File: src/rtl/io_out_pkg.sv
// Shared constants for the IO output scheduler: FSM encoding, IO word count and default widths.
package io_out_pkg;

  localparam int unsigned IO_DATA_W    = 32;
  localparam int unsigned IO_ADDR_W    = 10;
  localparam int unsigned IO_NUM_WORDS = 21;
  localparam int unsigned IO_IDX_W     = 5;

  typedef logic [1:0] state_t;

  localparam state_t StIdle  = 2'd0;
  localparam state_t StWrite = 2'd1;
  localparam state_t StScan  = 2'd2;

  function automatic logic [IO_IDX_W-1:0] next_scan_idx(input logic [IO_IDX_W-1:0] idx,
                                                        input logic [IO_IDX_W-1:0] last_idx);
    return (idx == last_idx) ? '0 : idx + 1'b1;
  endfunction

endpackage

File: src/rtl/io_scan_timer.sv
// Scan period divider: raises scan_pending once every SCAN_DIV cycles while enabled,
// cleared when the scheduler performs the scan.
module io_scan_timer #(
  parameter int unsigned SCAN_DIV = 1000
) (
  input  logic clock,
  input  logic reset_n,
  input  logic scan_en,
  input  logic scan_clear,
  output logic scan_pending
);

  localparam int unsigned DIV_W = $clog2(SCAN_DIV);
  localparam logic [DIV_W-1:0] LAST_DIV = DIV_W'(SCAN_DIV - 1);

  logic [DIV_W-1:0] div_q;
  logic             wrap;

  assign wrap = (div_q == LAST_DIV);

  always_ff @(posedge clock or negedge reset_n) begin
    if (!reset_n) begin
      div_q        <= '0;
      scan_pending <= 1'b0;
    end else if (!scan_en) begin
      div_q        <= '0;
      scan_pending <= 1'b0;
    end else begin
      div_q <= wrap ? '0 : div_q + 1'b1;
      // A wrap coinciding with the clearing scan starts a fresh period rather than losing it.
      if (wrap) begin
        scan_pending <= 1'b1;
      end else if (scan_clear) begin
        scan_pending <= 1'b0;
      end
    end
  end

endmodule

File: src/rtl/io_output_scheduler.sv
// Single owner of the IO output RAM port: arbitrates CPU stores against a periodic
// display scan, giving the CPU priority with a bounded deferral of the scan.
module io_output_scheduler
  import io_out_pkg::*;
#(
  parameter int unsigned DATA_W    = IO_DATA_W,
  parameter int unsigned ADDR_W    = IO_ADDR_W,
  parameter int unsigned NUM_WORDS = IO_NUM_WORDS,
  parameter int unsigned SCAN_DIV  = 1000,
  parameter int unsigned MAX_DEFER = 4
) (
  input  logic                clock,
  input  logic                reset_n,
  input  logic                cpu_wr_req,
  input  logic [ADDR_W-1:0]   cpu_addr,
  input  logic [DATA_W-1:0]   cpu_wdata,
  output logic                cpu_wr_ack,
  output logic                ram_write,
  output logic [ADDR_W-1:0]   ram_address,
  output logic [DATA_W-1:0]   ram_dataC,
  input  logic [DATA_W-1:0]   ram_rdata,
  input  logic                scan_en,
  output logic [IO_IDX_W-1:0] disp_index,
  output logic [DATA_W-1:0]   disp_data,
  output logic                disp_valid,
  output logic                err_addr
);

  localparam int unsigned DEFER_W = $clog2(MAX_DEFER + 1);
  localparam logic [DEFER_W-1:0]  MAX_DEFER_C = DEFER_W'(MAX_DEFER);
  localparam logic [ADDR_W-1:0]   NUM_WORDS_A = ADDR_W'(NUM_WORDS);
  localparam logic [IO_IDX_W-1:0] LAST_IDX    = IO_IDX_W'(NUM_WORDS - 1);

  state_t               state_q, state_d;
  logic [IO_IDX_W-1:0]  scan_idx_q;
  logic [DEFER_W-1:0]   defer_q;
  logic                 addr_ok_q;
  logic                 scan_pending;
  logic                 scan_clear;
  logic                 grant_scan;
  logic                 grant_write;
  logic                 cpu_addr_ok;

  assign scan_clear  = (state_q == StScan);
  assign cpu_addr_ok = (cpu_addr < NUM_WORDS_A);

  io_scan_timer #(
    .SCAN_DIV (SCAN_DIV)
  ) u_scan_timer (
    .clock        (clock),
    .reset_n      (reset_n),
    .scan_en      (scan_en),
    .scan_clear   (scan_clear),
    .scan_pending (scan_pending)
  );

  always_comb begin
    grant_scan  = 1'b0;
    grant_write = 1'b0;
    state_d     = StIdle;
    if (state_q == StIdle) begin
      grant_scan  = scan_pending && (!cpu_wr_req || (defer_q == MAX_DEFER_C));
      grant_write = !grant_scan && cpu_wr_req;
      if (grant_scan) begin
        state_d = StScan;
      end else if (grant_write) begin
        state_d = StWrite;
      end
    end
  end

  // Both outputs decode the state register directly so an async reset drops them at once.
  assign cpu_wr_ack = (state_q == StWrite);
  assign ram_write  = (state_q == StWrite) && addr_ok_q;

  always_ff @(posedge clock or negedge reset_n) begin
    if (!reset_n) begin
      state_q     <= StIdle;
      ram_address <= '0;
      ram_dataC   <= '0;
      addr_ok_q   <= 1'b0;
      err_addr    <= 1'b0;
      defer_q     <= '0;
      scan_idx_q  <= '0;
      disp_index  <= '0;
      disp_data   <= '0;
      disp_valid  <= 1'b0;
    end else begin
      state_q    <= state_d;
      disp_valid <= (state_q == StScan);
      if (grant_scan) begin
        ram_address <= ADDR_W'(scan_idx_q);
      end
      if (grant_write) begin
        ram_address <= cpu_addr;
        ram_dataC   <= cpu_wdata;
        addr_ok_q   <= cpu_addr_ok;
        err_addr    <= err_addr | !cpu_addr_ok;
      end
      if (state_q == StScan) begin
        disp_data  <= ram_rdata;
        disp_index <= scan_idx_q;
        scan_idx_q <= next_scan_idx(scan_idx_q, LAST_IDX);
        defer_q    <= '0;
      end else if (grant_write && scan_pending) begin
        defer_q <= defer_q + 1'b1;
      end else if (!scan_pending) begin
        // Pending dropped by scan_en going low; do not carry a stale count into the next scan.
        defer_q <= '0;
      end
    end
  end

endmodule

File: config.mk
export PLATFORM = sky130hd
export DESIGN_NAME = io_output_scheduler
export DESIGN_NICKNAME = d
export VERILOG_FILES = /design/src/rtl/io_out_pkg.sv /design/src/rtl/io_scan_timer.sv /design/src/rtl/io_output_scheduler.sv
export SDC_FILE = /design/constraint.sdc
export NUM_CORES = 1
export LEC_CHECK = 0
export BUFFER_PORTS_ARGS = -buffer_cell sky130_fd_sc_hd__buf_2
export CORE_ASPECT_RATIO = 1.25
export CORE_MARGIN = 2
export CORE_UTILIZATION = 50
export DETAILED_ROUTE_END_ITERATION = 16
export HOLD_SLACK_MARGIN = 0.08
export PLACE_DENSITY = 0.82
export SYNTH_ARGS = -nofsm -noshare
export SYNTH_HDL_FRONTEND = slang
export SYNTH_SLANG_ARGS = --single-unit
File: constraint.sdc
create_clock -name clock -period 2.95 [get_ports clock]
set_clock_uncertainty 0.05 [all_clocks]
set_input_delay 0 -clock clock [delete_from_list [all_inputs] [get_ports clock]]
set_output_delay 0 -clock clock [all_outputs]
set_load 0.02 [all_outputs]
==> run metrics <==
clock slew at the register clock pins of the worst setup and hold paths 90 ps; global-route wire length before repair 18,780 µm; CP delay by family, top buffers and inverters; share of post-route cells with drive strength above 1 around 27%; power per cell area about 500 mW/mm²; ratio of final minimum period to clock period 64.65%; worst r2r src defer_q[0]$_DFFE_PN0P_; overall overflow remaining after global route 0; initial antenna violation count 0; cell at the slowest stage of the critical path sky130_fd_sc_hd__inv_2; hold violation total from the final report 0; share of the synthesized area in the top cell type approximately three fifths; Data arrival, critical path between 2000 and 2500 ps; clock root buffer master sky130_fd_sc_hd__clkbuf_8; std cell rows 37; DRC violation count after routing 0; final critical delay including setup and external delays about 1900 ps; Relative slew margins 31.57%; Layout Area Growth over Synthesis 44.15%; crit-path max FO 31; DRT Pass-1 Iters 5; main area contributors after synthesis sky130_fd_sc_hd__dfrtp_1, sky130_fd_sc_hd__nand2_1, sky130_fd_sc_hd__ha_1; setup_tns 0 ps; maximum number of pins on one net before global-route repair 86; number of buffers added on ports 160; syn nets 529; routed wire length 11,580 µm; cell type with the highest aggregate area in the netlist sky130_fd_sc_hd__dfrtp_1; Worst setup EP type flop; critical path startpoint category flop; die area 0.009071 mm²; worst slew pin tran roughly 1000 ps; Detail Placement HPWL ~7300 µm; synthesized netlist cell count approximately 450; end point of the worst hold path disp_data[22]$_DFFE_PN0P_; number of setup violations in the final report 0; outcome finished clean; max-slew violations 0; unrepaired setup endpoints after global routing no; Pleak roughly 3.2 nW; Max-cap violations 0; Clock Sink Count just over 100; largest stage delay on the critical path ~400 ps; worst min-delay path startpoint ram_rdata[22]; detailed-route vias per instance about 5.0; Layout fillers 571; DRC marker count from the first detailed-route iteration 212; cell area after technology mapping ~0.0042 mm²; height of the die around 110 µm; slack of the worst reg-to-reg path between 1000 and 1500 ps; worst r2r dst ram_dataC[14]$_DFFE_PN0N_; die boundary width 85.59 µm; Antenna Violating Nets Remaining 0; maximum resistive drop on vdd 0.3698 mV; vias in the first global route a little over 4k; # diodes 0; crit-path most repeated cell sky130_fd_sc_hd__nand2_1; TritonCTS clock tree built; area of the placeable core just over 0.008 mm²; Critical Path, Cell by Cell inv_1 -> ha_1 -> nand3_1 -> nand3_2 -> inv_2 -> buf_4 -> nand2_1 -> nand2_1; depth of the worst register-to-register path 8; count of nets after finishing 764; overall global routing resource usage about a quarter; max frequency ~0.52 GHz; cell area after placement about 0.0050 mm²; number of top-level design ports between 150 and 200; RePlAce Congestion around 0.82; Initial Util 51.06%; area occupied by multi-input gates 0.001446 mm²; synth unique cells 40; cell depth of the worst min-delay path 4; total area of sequential cells between 0.002 and 0.003 mm²; worst hold-check path type in -> reg; FF+latch count, synth ~100; Avg Synthesized Cell Area about 9.3 µm²; drt wl/cell 14.78 µm; Via Count 3,953; maximum root-to-sink buffer count 2; WP data required 3210 ps; WS Path Type reg -> reg; clk_lat worst skew between 300 and 400 ps; number of H-tree levels 3; Warnings, synthesis 0; number of CTS-inserted buffers 9; sequential share of the synthesized area between 60% and 70%; area of all placed cells without fillers approximately 0.0060 mm²; quantity of gates resized following cts 0; number of buffers and inverters on the critical path 3
sequential cells by signal, indices dropped and copies added, names as in the netlist:
signal	flops
u_scan_timer.scan_pending	1
disp_index	5
ram_dataC	32
disp_valid	1
disp_data	32
state_q	2
addr_ok_q	1
scan_idx_q	5
u_scan_timer.div_q	10
ram_address	10
defer_q	3
err_addr	1
logic make-up (layout without fill, tap and decap cells):
kind of cell,Yosys count,in the layout,synth area share [%]
xor+xnor,6,6,1.263
buf+inv,30,270,3.339
simple gates,263,263,25.44
mux,2,2,0.5113
flops,103,103,61.95
compound gates,37,37,5.985
fa+ha+maj,5,5,1.504
metal layers:
layer	share of wire [%]	up-vias	wire, µm	global-route usage [%]
li1	-	1884	-	-
met1	38	1872	4408	30.43
met2	53	157	6102	47.27
met3	5.0	40	579	3.649
met4	4.2	0	484	14.06
met5	0	-	0	0
how the worst max path moves through the flow:
stage | depth (start not counted) | to | start | slack [ps]
6_report | 8 | ram_dataC[14]$_DFFE_PN0N_ | defer_q[0]$_DFFE_PN0P_ | 1040
5_1_grt | 8 | ram_dataC[17]$_DFFE_PN0N_ | defer_q[0]$_DFFE_PN0P_ | 880
4_1_cts | 8 | ram_dataC[14]$_DFFE_PN0N_ | defer_q[0]$_DFFE_PN0P_ | 1060
3_5_place_dp | 8 | ram_dataC[14]$_DFFE_PN0N_ | defer_q[0]$_DFFE_PN0P_ | 1080
3_3_place_gp | 8 | ram_dataC[8]$_DFFE_PN0N_ | defer_q[0]$_DFFE_PN0P_ | 1220
2_1_floorplan | 7 | ram_address[2]$_DFFE_PN0P_ | defer_q[0]$_DFFE_PN0P_ | 1470
synth_stat cells (all sizes together):
cell	count
inv	11
nor3	3
o211ai	1
and3b	1
nor4bb	1
o31ai	1
mux2	1
a21o	1
dfrtp	103
a22o	6
ha	5
nand3b	1
nand2	224
nand3	8
clkbuf	5
and2b	1
nor2	15
xor2	2
a31oi	2
xnor2	4
o311ai	2
nand4	3
o21a	2
nand2b	1
o21ai	11
nor3b	3
buf	14
a221o	3
a21oi	8
mux2i	1
and2	1
or3	1
layout make-up:
type                    count  area share (%)
clock buffers              13           2.483
clock inverters             3          0.7094
inverters                  11          0.6885
multi-input cells         313           24.12
flip-flops and latches    103           42.98
well taps                  97           2.024
repair buffers            243           27.00
tightest hold or removal path, delay by kind of cell:
family | cells | cell delay (ps)
AND/OR/NAND/NOR | 2 | 90
buffers and inverters | 2 | 610
metrics by stage:
step           setup slack, ps  power, mW  hold WS (ps)  instances  util [%]
2_1_floorplan             1470      1.849        -345.6        446         -
3_3_place_gp              1217      2.055         139.3        690     61.79
3_5_place_dp              1077      2.072         144.9        690     61.79
4_1_cts                   1059      3.010         292.0        783     73.60
5_1_grt                  882.4      3.136         305.2        783     73.60
6_report                  1043      3.000         302.9        783     73.60
where the power goes:
part	internal, mW	total, mW	switching, mW
sequential	1.51	1.58	0.0635
combinational	0.230	0.555	0.325
clock	0.416	0.866	0.451
total	2.16	3.00	0.840
layout by cell type (no fill, tap or decap), types with 4 or more instances in the layout:
master                            n
sky130_fd_sc_hd__nand2_1        224
sky130_fd_sc_hd__buf_2          159
sky130_fd_sc_hd__dfrtp_1        103
sky130_fd_sc_hd__dlygate4sd3_1   77
sky130_fd_sc_hd__nor2_1          14
sky130_fd_sc_hd__clkbuf_8        10
sky130_fd_sc_hd__inv_1            9
sky130_fd_sc_hd__o21ai_0          9
sky130_fd_sc_hd__a21oi_1          8
sky130_fd_sc_hd__nand3_1          7
sky130_fd_sc_hd__buf_4            7
sky130_fd_sc_hd__a22o_1           6
sky130_fd_sc_hd__ha_1             5
sky130_fd_sc_hd__xnor2_1          4
timing repair:
action | CTS | global route
buffers inserted | 0 | 0
endpoints found under the hold margin | 171 | 0
hold buffers | 77 | 0
Note: power is estimated with default switching activity, not from simulation.
